[config.mk]
export PLATFORM = sky130hd
export DESIGN_NAME = mmu_tlb_flat
export DESIGN_NICKNAME = d
export VERILOG_FILES = /design/src/rtl/mmu_tlb_if.sv /design/src/rtl/mmu_tlb.sv /design/src/flat_wrapper.sv
export SDC_FILE = /design/constraint.sdc
export NUM_CORES = 2
export LEC_CHECK = 0
export BUFFER_PORTS_ARGS = -buffer_cell sky130_fd_sc_hd__buf_2
export CORE_UTILIZATION = 35
export CTS_BUF_LIST = sky130_fd_sc_hd__clkbuf_8 sky130_fd_sc_hd__clkbuf_16
export CTS_CLUSTER_SIZE = 28
export DETAILED_ROUTE_END_ITERATION = 10
export SLEW_MARGIN = 30
export SYNTH_ARGS = -nofsm -noshare
export SYNTH_HDL_FRONTEND = slang
export SYNTH_SLANG_ARGS = --single-unit
[constraint.sdc]
create_clock -name clk -period 6.05 [get_ports clk]
set_clock_uncertainty 0.15 [all_clocks]
set_input_delay 0.9075 -clock clk [delete_from_list [all_inputs] [get_ports clk]]
set_output_delay 0.9075 -clock clk [all_outputs]
set_load 0.01 [all_outputs]
[src/rtl/mmu_tlb_if.sv]
// mmu_tlb_if: request/response bundle between the pipeline/CP0 side (master)
// and the joint TLB / address-translation unit (slave).
interface mmu_tlb_if;
    logic        stallM;
    logic        inst_en;
    logic [31:0] inst_vaddr;
    logic        data_en;
    logic        mem_write;
    logic [31:0] data_vaddr;
    logic [3:0]  tlb_type;
    logic [31:0] entry_hi_W;
    logic [31:0] page_mask_W;
    logic [31:0] entry_lo0_W;
    logic [31:0] entry_lo1_W;
    logic [31:0] index_W;
    logic [31:0] random_i;

    logic [31:0] inst_paddr;
    logic [31:0] data_paddr;
    logic        inst_uncached;
    logic        data_uncached;
    logic        inst_tlb_refill;
    logic        inst_tlb_invalid;
    logic        data_tlb_refill;
    logic        data_tlb_invalid;
    logic        data_tlb_modify;
    logic [31:0] index_out;
    logic [31:0] entry_hi_out;
    logic [31:0] page_mask_out;
    logic [31:0] entry_lo0_out;
    logic [31:0] entry_lo1_out;
    logic        itlb_stall;

    modport master (
        output stallM, inst_en, inst_vaddr, data_en, mem_write, data_vaddr, tlb_type,
               entry_hi_W, page_mask_W, entry_lo0_W, entry_lo1_W, index_W, random_i,
        input  inst_paddr, data_paddr, inst_uncached, data_uncached,
               inst_tlb_refill, inst_tlb_invalid, data_tlb_refill, data_tlb_invalid,
               data_tlb_modify, index_out, entry_hi_out, page_mask_out,
               entry_lo0_out, entry_lo1_out, itlb_stall
    );

    modport slave (
        input  stallM, inst_en, inst_vaddr, data_en, mem_write, data_vaddr, tlb_type,
               entry_hi_W, page_mask_W, entry_lo0_W, entry_lo1_W, index_W, random_i,
        output inst_paddr, data_paddr, inst_uncached, data_uncached,
               inst_tlb_refill, inst_tlb_invalid, data_tlb_refill, data_tlb_invalid,
               data_tlb_modify, index_out, entry_hi_out, page_mask_out,
               entry_lo0_out, entry_lo1_out, itlb_stall
    );
endinterface

[src/rtl/mmu_tlb.sv]
// mmu_tlb: joint TLB and address-translation unit.
// Combinational fetch/data translation and TLBP probe, TLBR readback at Index,
// TLBWI/TLBWR writes on the clock edge while the memory stage is not stalled.
// Optional macro MMU_ITLB_CACHE_EN adds a one-entry instruction micro-TLB that
// raises itlb_stall for one cycle on a mapped fetch miss.
module mmu_tlb #(
    parameter int TLB_LINE_NUM = 16,
    parameter int INDEX_W      = 4
) (
    input logic      clk,
    input logic      rst,
    mmu_tlb_if.slave bus
);
    logic [18:0] r_vpn2 [TLB_LINE_NUM];
    logic [7:0]  r_asid [TLB_LINE_NUM];
    logic        r_g    [TLB_LINE_NUM];
    logic [11:0] r_mask [TLB_LINE_NUM];
    logic [19:0] r_pfn0 [TLB_LINE_NUM];
    logic [19:0] r_pfn1 [TLB_LINE_NUM];
    logic [2:0]  r_c0   [TLB_LINE_NUM];
    logic [2:0]  r_c1   [TLB_LINE_NUM];
    logic        r_d0   [TLB_LINE_NUM];
    logic        r_d1   [TLB_LINE_NUM];
    logic        r_v0   [TLB_LINE_NUM];
    logic        r_v1   [TLB_LINE_NUM];

    // Lowest matching index wins; 0 when nothing matches.
    function automatic logic [INDEX_W-1:0] first_hit(input logic [TLB_LINE_NUM-1:0] m);
        logic [INDEX_W-1:0] idx;
        idx = '0;
        for (int i = TLB_LINE_NUM - 1; i >= 0; i--) begin
            if (m[i]) idx = INDEX_W'(i);
        end
        return idx;
    endfunction

    logic               w_wr_en;
    logic [INDEX_W-1:0] w_wr_idx;
    assign w_wr_en  = !bus.stallM && (bus.tlb_type[3] || bus.tlb_type[2]);
    assign w_wr_idx = bus.tlb_type[2] ? bus.index_W[INDEX_W-1:0] : bus.random_i[INDEX_W-1:0];

    // Entry array: cleared by reset, one entry replaced per TLBWI/TLBWR.
    // NOTE: the table is reset in full because every lookup reads all entries
    // combinationally; reset also takes priority over a write in the same cycle.
    always_ff @(posedge clk) begin
        if (rst) begin
            for (int i = 0; i < TLB_LINE_NUM; i++) begin
                r_vpn2[i] <= '0;  r_asid[i] <= '0;  r_g[i]  <= 1'b0; r_mask[i] <= '0;
                r_pfn0[i] <= '0;  r_pfn1[i] <= '0;  r_c0[i] <= '0;   r_c1[i]   <= '0;
                r_d0[i]   <= 1'b0; r_d1[i]  <= 1'b0; r_v0[i] <= 1'b0; r_v1[i]   <= 1'b0;
            end
        end else if (w_wr_en) begin
            // NOTE: non-blocking, so lookups in the write cycle still see the old entry.
            r_vpn2[w_wr_idx] <= bus.entry_hi_W[31:13];
            r_asid[w_wr_idx] <= bus.entry_hi_W[7:0];
            r_g[w_wr_idx]    <= bus.entry_lo0_W[0] & bus.entry_lo1_W[0];
            r_mask[w_wr_idx] <= bus.page_mask_W[24:13];
            r_pfn0[w_wr_idx] <= bus.entry_lo0_W[25:6];
            r_c0[w_wr_idx]   <= bus.entry_lo0_W[5:3];
            r_d0[w_wr_idx]   <= bus.entry_lo0_W[2];
            r_v0[w_wr_idx]   <= bus.entry_lo0_W[1];
            r_pfn1[w_wr_idx] <= bus.entry_lo1_W[25:6];
            r_c1[w_wr_idx]   <= bus.entry_lo1_W[5:3];
            r_d1[w_wr_idx]   <= bus.entry_lo1_W[2];
            r_v1[w_wr_idx]   <= bus.entry_lo1_W[1];
        end
    end

    logic [TLB_LINE_NUM-1:0] w_i_match, w_d_match, w_p_match;

    // Tag compare of every entry against the fetch, data and probe addresses.
    always_comb begin
        for (int i = 0; i < TLB_LINE_NUM; i++) begin
            w_i_match[i] = (r_vpn2[i] == bus.inst_vaddr[31:13]) &&
                           (r_g[i] || (r_asid[i] == bus.entry_hi_W[7:0]));
            w_d_match[i] = (r_vpn2[i] == bus.data_vaddr[31:13]) &&
                           (r_g[i] || (r_asid[i] == bus.entry_hi_W[7:0]));
            w_p_match[i] = (r_vpn2[i] == bus.entry_hi_W[31:13]) &&
                           (r_g[i] || (r_asid[i] == bus.entry_hi_W[7:0]));
        end
    end

    logic [INDEX_W-1:0] w_i_idx, w_d_idx, w_p_idx;
    assign w_i_idx = first_hit(w_i_match);
    assign w_d_idx = first_hit(w_d_match);
    assign w_p_idx = first_hit(w_p_match);

    // Data translation: kseg0/kseg1 bypass the TLB, everything else is mapped.
    logic        w_d_hit, w_d_mapped, w_d_act, w_d_v, w_d_d;
    logic [19:0] w_d_pfn;
    logic [2:0]  w_d_c;
    assign w_d_hit    = |w_d_match;
    assign w_d_mapped = bus.data_vaddr[31:30] != 2'b10;
    assign w_d_act    = bus.data_en && w_d_mapped;
    assign w_d_pfn    = bus.data_vaddr[12] ? r_pfn1[w_d_idx] : r_pfn0[w_d_idx];
    assign w_d_c      = bus.data_vaddr[12] ? r_c1[w_d_idx]   : r_c0[w_d_idx];
    assign w_d_v      = bus.data_vaddr[12] ? r_v1[w_d_idx]   : r_v0[w_d_idx];
    assign w_d_d      = bus.data_vaddr[12] ? r_d1[w_d_idx]   : r_d0[w_d_idx];

    assign bus.data_paddr       = w_d_mapped ? {w_d_pfn, bus.data_vaddr[11:0]}
                                             : {3'b000, bus.data_vaddr[28:0]};
    assign bus.data_uncached    = (bus.data_vaddr[31:29] == 3'b101) ||
                                  (w_d_mapped && w_d_hit && (w_d_c == 3'd2));
    assign bus.data_tlb_refill  = w_d_act && !w_d_hit;
    assign bus.data_tlb_invalid = w_d_act && w_d_hit && !w_d_v;
    assign bus.data_tlb_modify  = w_d_act && bus.mem_write && w_d_hit && w_d_v && !w_d_d;

    // Fetch translation from the main TLB; the micro-TLB (if built) overrides it.
    logic        w_i_hit, w_i_mapped, w_m_v;
    logic [19:0] w_m_pfn;
    logic [2:0]  w_m_c;
    logic        w_is_hit, w_is_v, w_i_stall;
    logic [19:0] w_is_pfn;
    logic [2:0]  w_is_c;
    assign w_i_hit    = |w_i_match;
    assign w_i_mapped = bus.inst_vaddr[31:30] != 2'b10;
    assign w_m_pfn    = bus.inst_vaddr[12] ? r_pfn1[w_i_idx] : r_pfn0[w_i_idx];
    assign w_m_c      = bus.inst_vaddr[12] ? r_c1[w_i_idx]   : r_c0[w_i_idx];
    assign w_m_v      = bus.inst_vaddr[12] ? r_v1[w_i_idx]   : r_v0[w_i_idx];

`ifdef MMU_ITLB_CACHE_EN
    logic        r_u_valid, r_u_g, r_u_v0, r_u_v1;
    logic [18:0] r_u_vpn2;
    logic [7:0]  r_u_asid, r_last_asid;
    logic [19:0] r_u_pfn0, r_u_pfn1;
    logic [2:0]  r_u_c0, r_u_c1;
    logic        w_u_hit, w_u_fill;

    assign w_u_hit  = r_u_valid && (r_u_vpn2 == bus.inst_vaddr[31:13]) &&
                      (r_u_g || (r_u_asid == bus.entry_hi_W[7:0]));
    // A refill result is never cached, so only a main-TLB match fills.
    assign w_u_fill = bus.inst_en && w_i_mapped && !w_u_hit && w_i_hit;

    // Micro-TLB: fill on a mapped miss, drop on any TLB write or ASID change.
    always_ff @(posedge clk) begin
        if (rst) begin
            r_u_valid <= 1'b0; r_u_g <= 1'b0; r_u_v0 <= 1'b0; r_u_v1 <= 1'b0;
            r_u_vpn2  <= '0;   r_u_asid <= '0; r_last_asid <= '0;
            r_u_pfn0  <= '0;   r_u_pfn1 <= '0; r_u_c0 <= '0;  r_u_c1 <= '0;
        end else begin
            r_last_asid <= bus.entry_hi_W[7:0];
            if (w_wr_en || (bus.entry_hi_W[7:0] != r_last_asid)) begin
                r_u_valid <= 1'b0;
            end else if (w_u_fill) begin
                r_u_valid <= 1'b1;
                r_u_vpn2  <= r_vpn2[w_i_idx];
                r_u_asid  <= r_asid[w_i_idx];
                r_u_g     <= r_g[w_i_idx];
                r_u_pfn0  <= r_pfn0[w_i_idx];
                r_u_pfn1  <= r_pfn1[w_i_idx];
                r_u_c0    <= r_c0[w_i_idx];
                r_u_c1    <= r_c1[w_i_idx];
                r_u_v0    <= r_v0[w_i_idx];
                r_u_v1    <= r_v1[w_i_idx];
            end
        end
    end

    assign w_is_hit  = w_u_hit || w_i_hit;
    assign w_is_pfn  = !w_u_hit ? w_m_pfn : (bus.inst_vaddr[12] ? r_u_pfn1 : r_u_pfn0);
    assign w_is_c    = !w_u_hit ? w_m_c   : (bus.inst_vaddr[12] ? r_u_c1   : r_u_c0);
    assign w_is_v    = !w_u_hit ? w_m_v   : (bus.inst_vaddr[12] ? r_u_v1   : r_u_v0);
    assign w_i_stall = w_u_fill;
`else
    assign w_is_hit  = w_i_hit;
    assign w_is_pfn  = w_m_pfn;
    assign w_is_c    = w_m_c;
    assign w_is_v    = w_m_v;
    assign w_i_stall = 1'b0;
`endif

    assign bus.itlb_stall       = w_i_stall;
    assign bus.inst_paddr       = w_i_mapped ? {w_is_pfn, bus.inst_vaddr[11:0]}
                                             : {3'b000, bus.inst_vaddr[28:0]};
    assign bus.inst_uncached    = (bus.inst_vaddr[31:29] == 3'b101) ||
                                  (w_i_mapped && w_is_hit && (w_is_c == 3'd2));
    assign bus.inst_tlb_refill  = bus.inst_en && w_i_mapped && !w_is_hit;
    assign bus.inst_tlb_invalid = bus.inst_en && w_i_mapped && w_is_hit && !w_i_stall && !w_is_v;

    // TLBP result and TLBR readback, both combinational for CP0 to sample.
    logic [INDEX_W-1:0] w_r_idx;
    assign w_r_idx           = bus.index_W[INDEX_W-1:0];
    assign bus.index_out     = {!(|w_p_match), {(31 - INDEX_W){1'b0}}, w_p_idx};
    assign bus.entry_hi_out  = {r_vpn2[w_r_idx], 5'b00000, r_asid[w_r_idx]};
    assign bus.page_mask_out = {7'b0000000, r_mask[w_r_idx], 13'b0};
    assign bus.entry_lo0_out = {6'b000000, r_pfn0[w_r_idx], r_c0[w_r_idx],
                                r_d0[w_r_idx], r_v0[w_r_idx], r_g[w_r_idx]};
    assign bus.entry_lo1_out = {6'b000000, r_pfn1[w_r_idx], r_c1[w_r_idx],
                                r_d1[w_r_idx], r_v1[w_r_idx], r_g[w_r_idx]};

    // CP0 register bits with no meaning for a 4 KB-only TLB.
    logic w_unused;
    assign w_unused = ^{bus.tlb_type[1:0], bus.entry_hi_W[12:8], bus.page_mask_W[31:25],
                        bus.page_mask_W[12:0], bus.entry_lo0_W[31:26], bus.entry_lo1_W[31:26],
                        bus.index_W[31:INDEX_W], bus.random_i[31:INDEX_W]};
endmodule

[src/flat_wrapper.sv]
// flat-port wrapper written by rule: the top's interface ports become plain ports
module mmu_tlb_flat 
#(
    parameter int TLB_LINE_NUM = 16,
    parameter int INDEX_W      = 4
)
  (clk, rst, bus_stallM, bus_inst_en, bus_inst_vaddr, bus_data_en, bus_mem_write, bus_data_vaddr, bus_tlb_type, bus_entry_hi_W, bus_page_mask_W, bus_entry_lo0_W, bus_entry_lo1_W, bus_index_W, bus_random_i, bus_inst_paddr, bus_data_paddr, bus_inst_uncached, bus_data_uncached, bus_inst_tlb_refill, bus_inst_tlb_invalid, bus_data_tlb_refill, bus_data_tlb_invalid, bus_data_tlb_modify, bus_index_out, bus_entry_hi_out, bus_page_mask_out, bus_entry_lo0_out, bus_entry_lo1_out, bus_itlb_stall);
  mmu_tlb_if bus_i ();
  input logic clk;
  input logic rst;
  input wire logic [$bits(bus_i.stallM)-1:0] bus_stallM;
  input wire logic [$bits(bus_i.inst_en)-1:0] bus_inst_en;
  input wire logic [$bits(bus_i.inst_vaddr)-1:0] bus_inst_vaddr;
  input wire logic [$bits(bus_i.data_en)-1:0] bus_data_en;
  input wire logic [$bits(bus_i.mem_write)-1:0] bus_mem_write;
  input wire logic [$bits(bus_i.data_vaddr)-1:0] bus_data_vaddr;
  input wire logic [$bits(bus_i.tlb_type)-1:0] bus_tlb_type;
  input wire logic [$bits(bus_i.entry_hi_W)-1:0] bus_entry_hi_W;
  input wire logic [$bits(bus_i.page_mask_W)-1:0] bus_page_mask_W;
  input wire logic [$bits(bus_i.entry_lo0_W)-1:0] bus_entry_lo0_W;
  input wire logic [$bits(bus_i.entry_lo1_W)-1:0] bus_entry_lo1_W;
  input wire logic [$bits(bus_i.index_W)-1:0] bus_index_W;
  input wire logic [$bits(bus_i.random_i)-1:0] bus_random_i;
  output wire logic [$bits(bus_i.inst_paddr)-1:0] bus_inst_paddr;
  output wire logic [$bits(bus_i.data_paddr)-1:0] bus_data_paddr;
  output wire logic [$bits(bus_i.inst_uncached)-1:0] bus_inst_uncached;
  output wire logic [$bits(bus_i.data_uncached)-1:0] bus_data_uncached;
  output wire logic [$bits(bus_i.inst_tlb_refill)-1:0] bus_inst_tlb_refill;
  output wire logic [$bits(bus_i.inst_tlb_invalid)-1:0] bus_inst_tlb_invalid;
  output wire logic [$bits(bus_i.data_tlb_refill)-1:0] bus_data_tlb_refill;
  output wire logic [$bits(bus_i.data_tlb_invalid)-1:0] bus_data_tlb_invalid;
  output wire logic [$bits(bus_i.data_tlb_modify)-1:0] bus_data_tlb_modify;
  output wire logic [$bits(bus_i.index_out)-1:0] bus_index_out;
  output wire logic [$bits(bus_i.entry_hi_out)-1:0] bus_entry_hi_out;
  output wire logic [$bits(bus_i.page_mask_out)-1:0] bus_page_mask_out;
  output wire logic [$bits(bus_i.entry_lo0_out)-1:0] bus_entry_lo0_out;
  output wire logic [$bits(bus_i.entry_lo1_out)-1:0] bus_entry_lo1_out;
  output wire logic [$bits(bus_i.itlb_stall)-1:0] bus_itlb_stall;
  assign bus_i.stallM = bus_stallM;
  assign bus_i.inst_en = bus_inst_en;
  assign bus_i.inst_vaddr = bus_inst_vaddr;
  assign bus_i.data_en = bus_data_en;
  assign bus_i.mem_write = bus_mem_write;
  assign bus_i.data_vaddr = bus_data_vaddr;
  assign bus_i.tlb_type = bus_tlb_type;
  assign bus_i.entry_hi_W = bus_entry_hi_W;
  assign bus_i.page_mask_W = bus_page_mask_W;
  assign bus_i.entry_lo0_W = bus_entry_lo0_W;
  assign bus_i.entry_lo1_W = bus_entry_lo1_W;
  assign bus_i.index_W = bus_index_W;
  assign bus_i.random_i = bus_random_i;
  assign bus_inst_paddr = bus_i.inst_paddr;
  assign bus_data_paddr = bus_i.data_paddr;
  assign bus_inst_uncached = bus_i.inst_uncached;
  assign bus_data_uncached = bus_i.data_uncached;
  assign bus_inst_tlb_refill = bus_i.inst_tlb_refill;
  assign bus_inst_tlb_invalid = bus_i.inst_tlb_invalid;
  assign bus_data_tlb_refill = bus_i.data_tlb_refill;
  assign bus_data_tlb_invalid = bus_i.data_tlb_invalid;
  assign bus_data_tlb_modify = bus_i.data_tlb_modify;
  assign bus_index_out = bus_i.index_out;
  assign bus_entry_hi_out = bus_i.entry_hi_out;
  assign bus_page_mask_out = bus_i.page_mask_out;
  assign bus_entry_lo0_out = bus_i.entry_lo0_out;
  assign bus_entry_lo1_out = bus_i.entry_lo1_out;
  assign bus_itlb_stall = bus_i.itlb_stall;
  mmu_tlb #(.TLB_LINE_NUM(TLB_LINE_NUM), .INDEX_W(INDEX_W)) u_core (.clk(clk), .rst(rst), .bus(bus_i));
endmodule
==> flow_summary.yaml <==
setup_path:
  endpoint_kind: "output port"
  crit_fanout: 13
  cp.arrival_ps: 5150
  crit_path_cell_trace: "xor2_1, nor4_1, nand4_1, buf_4, nor3_4, buf_12, nor4_2, buf_4, a221oi_4, buf_6, o21ai_4, buf_12, buf_12, buf_8, a211oi_2, a311oi_1, a21oi_1, a21oi_1, buf_4, a211o_4, buf_6"
  crit_slowest_cell: "edfxtp_1"
  crit_type: "flop to output port"
  required_ps: 4990
  crit_buf_inv: 9
  cpPeakStageDelay_ps: 530
  cpLargestDelayFamily: "buffers and inverters"
  start_kind: "flop"
synth:
  synth_cells: 7585
  synth_top_area_cell: "edfxtp_1"
  yosysWarnings: 0
  synth_area_leaders: "edfxtp_1 (47%), mux4_2 (12%), and2_1 (9.8%), xor2_1 (6.2%), mux2i_1 (4.3%)"
  syn_avg_cell_area_um2: 12.02
  synth_top_area_share_pct: 47.44
  seq_area_frac_synth_pct: 47.44
  synth_edf_count: 1440
  synth.distinct_cells: 93
  ys.flop_type: "edfxtp_1"
  async_reset_ff_share_pct: 0
  ys_seq_elements: 1440
  synth_area_um2: 91150
grt:
  gr-total-overflow: 0
  grt_max_degree: 91
  track_usage_pct: 30.07
  grt_pass1_wl_um: 556400
  antenna_found_initial: 61
  grt_pass1_vias: 69674
timing:
  final_max_slew_viol_count: 0
  fmax_ghz: 0.1611
  hold_viol: 0
  rsz0062_at_grt: "true"
  fin_crit_sh_pct: 102.6
  worst_slew_pin_slew_ps: 1120
  min_period_ps: 6207
  relSlewSlack_pct: 25.32
  setup_slack_ps: -156.9
  setup_viol: 41
place:
  hpwl_um: 261800
  routabilityCongestion: 1.004
  io_buffer_count: 289
  place_area_um2: 101200
  placedCellCount: 11264
floorplan:
  start_util_pct: 35.35
  rows: 186
  core_area_um2: 257900
  die-width_um: 512.3
  die_area_um2: 262500
  ios: 498
  die_height_um: 512.3
pwr:
  internal-power_mw: 19.01
  swShare_pct: 28.32
  total_leakage_power_nw: 42.63
  p_switching_mw: 7.508
  pwr-share-comb_pct: 15.2
  ir_drop_v: 0.0002334
  pwr-share-seq_pct: 45.8
  powerDensity_nw_per_um2: 235.9
  clkPwrFrac_pct: 38.9
cells_and_area:
  final_common_cell: "edfxtp_1"
  fin_area_um2: 112400
  drive_gt1_share_pct: 28.35
  post_layout_nonfiller_instances: 11807
  syn_to_final_growth_pct: 23.29
  final_cell_mix: "edfxtp_1 (1440), and2_1 (1428), xor2_1 (635)"
  final_nets: 8521
clock_tree:
  htreeDepth: 4
  root_buffer: "clkbuf_16"
  clk_path_buf_depth: 3
  cts_tree: "done"
  cts_sinks: 1440
  numCtsBuffers: 165
  ctsHoldBuffers: 0
  clk_pin_slew_ps: 60
route:
  vias: 72649
  ant_nets: 0
  drc_errors: 0
  viasPerCell: 6.153
  wl_um: 410500
  first_pass_iters: 9
  post_drt_wl_per_cell_um: 34.77
  drt_iter0_drc: 11158
min_path:
  hold_class: "input port to flop"
status:
  violations: "negative setup slack"
  outcome: "complete, but fails checks"
flow_run:
  drv_cap: 0
## path summary, 6_finish.rpt
check | start | to | cells past startpoint
setup / recovery | u_core.r_vpn2[10][4]$_SDFFCE_PN0P_ | bus_data_paddr[21] | 21
hold / removal | bus_entry_lo1_W[23] | u_core.r_pfn1[1][17]$_SDFFCE_PN0P_ | 2
## cell families (layout without fill, tap and decap cells)
kind of cell              after synthesis  after routing  synth area share [%]
muxes                                 881            881                 16.26
buffers and inverters                 823           1561                 4.361
xor gates and xnor gates             1040           1040                 9.993
and+or+nand+nor                      2773           2773                 16.87
DFF                                  1440           1440                 47.44
AOI/OAI and AO/OA                     627            628                 5.069
other                                   1            100              0.004114
## metal layers
metal | GRT usage [%] | wire, um | vias up
met5 | 0 | 213 | -
met4 | 19.58 | 29140 | 32
met3 | 6.902 | 47410 | 1365
met2 | 46.04 | 181500 | 5657
met1 | 38.12 | 152300 | 36585
li1 | - | - | 29010
## flip-flops by register name (all words and copies together), names as in the netlist
signal,count
u_core.r_vpn2,304
u_core.r_g,16
u_core.r_d0,16
u_core.r_mask,192
u_core.r_c0,48
u_core.r_pfn1,320
u_core.r_v1,16
u_core.r_asid,128
u_core.r_c1,48
u_core.r_pfn0,320
u_core.r_d1,16
u_core.r_v0,16
## power groups by stage
stage / clock [mW] / sequential (mW) / combinational (mW)
finish: 10.3 / 12.2 / 4.04
floorplan: 0 / 12.1 / 2.14
CTS: 10.3 / 12.1 / 3.86
global placement: 0 / 12.3 / 3.69
detailed placement: 0 / 12.3 / 3.71
global route: 10.7 / 12.2 / 4.16
## cells in the mapped netlist, types with 5 or more instances
cell          n
mux2_2       10
and2_1     1432
buf_6        29
clkbuf_1    450
a211oi_1     33
buf_2       172
nor4_1      165
or3_1        10
nand4_1     107
a22o_1        8
a221oi_1     89
nand2b_1     17
o21ai_0      33
mux2i_1     391
nand2_1     568
o221ai_1      5
nor3_1       50
nor2_1      127
buf_1        42
a21oi_1     111
a31oi_1      97
a2bb2oi_1    15
nand3_1     203
a32oi_1      34
o22ai_1      14
nor2b_1      14
xor2_1      650
and3_1       30
a211o_1      14
a22oi_1      74
o211a_1      15
xnor2_1     390
a311oi_1     23
mux4_2      479
edfxtp_1   1440
a41o_1        5
or2_2        22
buf_4       113
inv_1        14
## stage by stage
stage	setup slack, ps	utilization, %	setup TNS, ps	power, mW	hold slack [ps]
floorplan	841.2	-	0	14.24	955.7
global placement	-490.2	39.22	-14620	16.00	1199
detailed placement	-450.4	39.24	-12530	16.05	1214
CTS	-112.7	42.41	-766.9	26.32	308.3
global route	-179.1	43.56	-4679	27.02	379.8
finish	-156.9	43.58	-2660	26.51	352.9
## what timing repair did
| item | 4_1_cts | 5_1_grt |
|---|---|---|
| pin swaps | 121 | 165 |
| cloned | 17 | 21 |
| buffers inserted | 96 | 94 |
| resized for setup | 271 | 328 |
| endpoints found under the setup margin | 45 | 45 |
## layout make-up
class	count	area [um^2]
fillers	23422	145500
clock buffers	166	4154
flip-flops and latches	1440	43240
repair buffers	1247	12550
clock inverters	134	1256
well taps	3384	4234
diodes	35	87.58
inverters	14	60.06
multi-input cells	5387	46800
No activity file was read; power rests on OpenSTA's default activity.
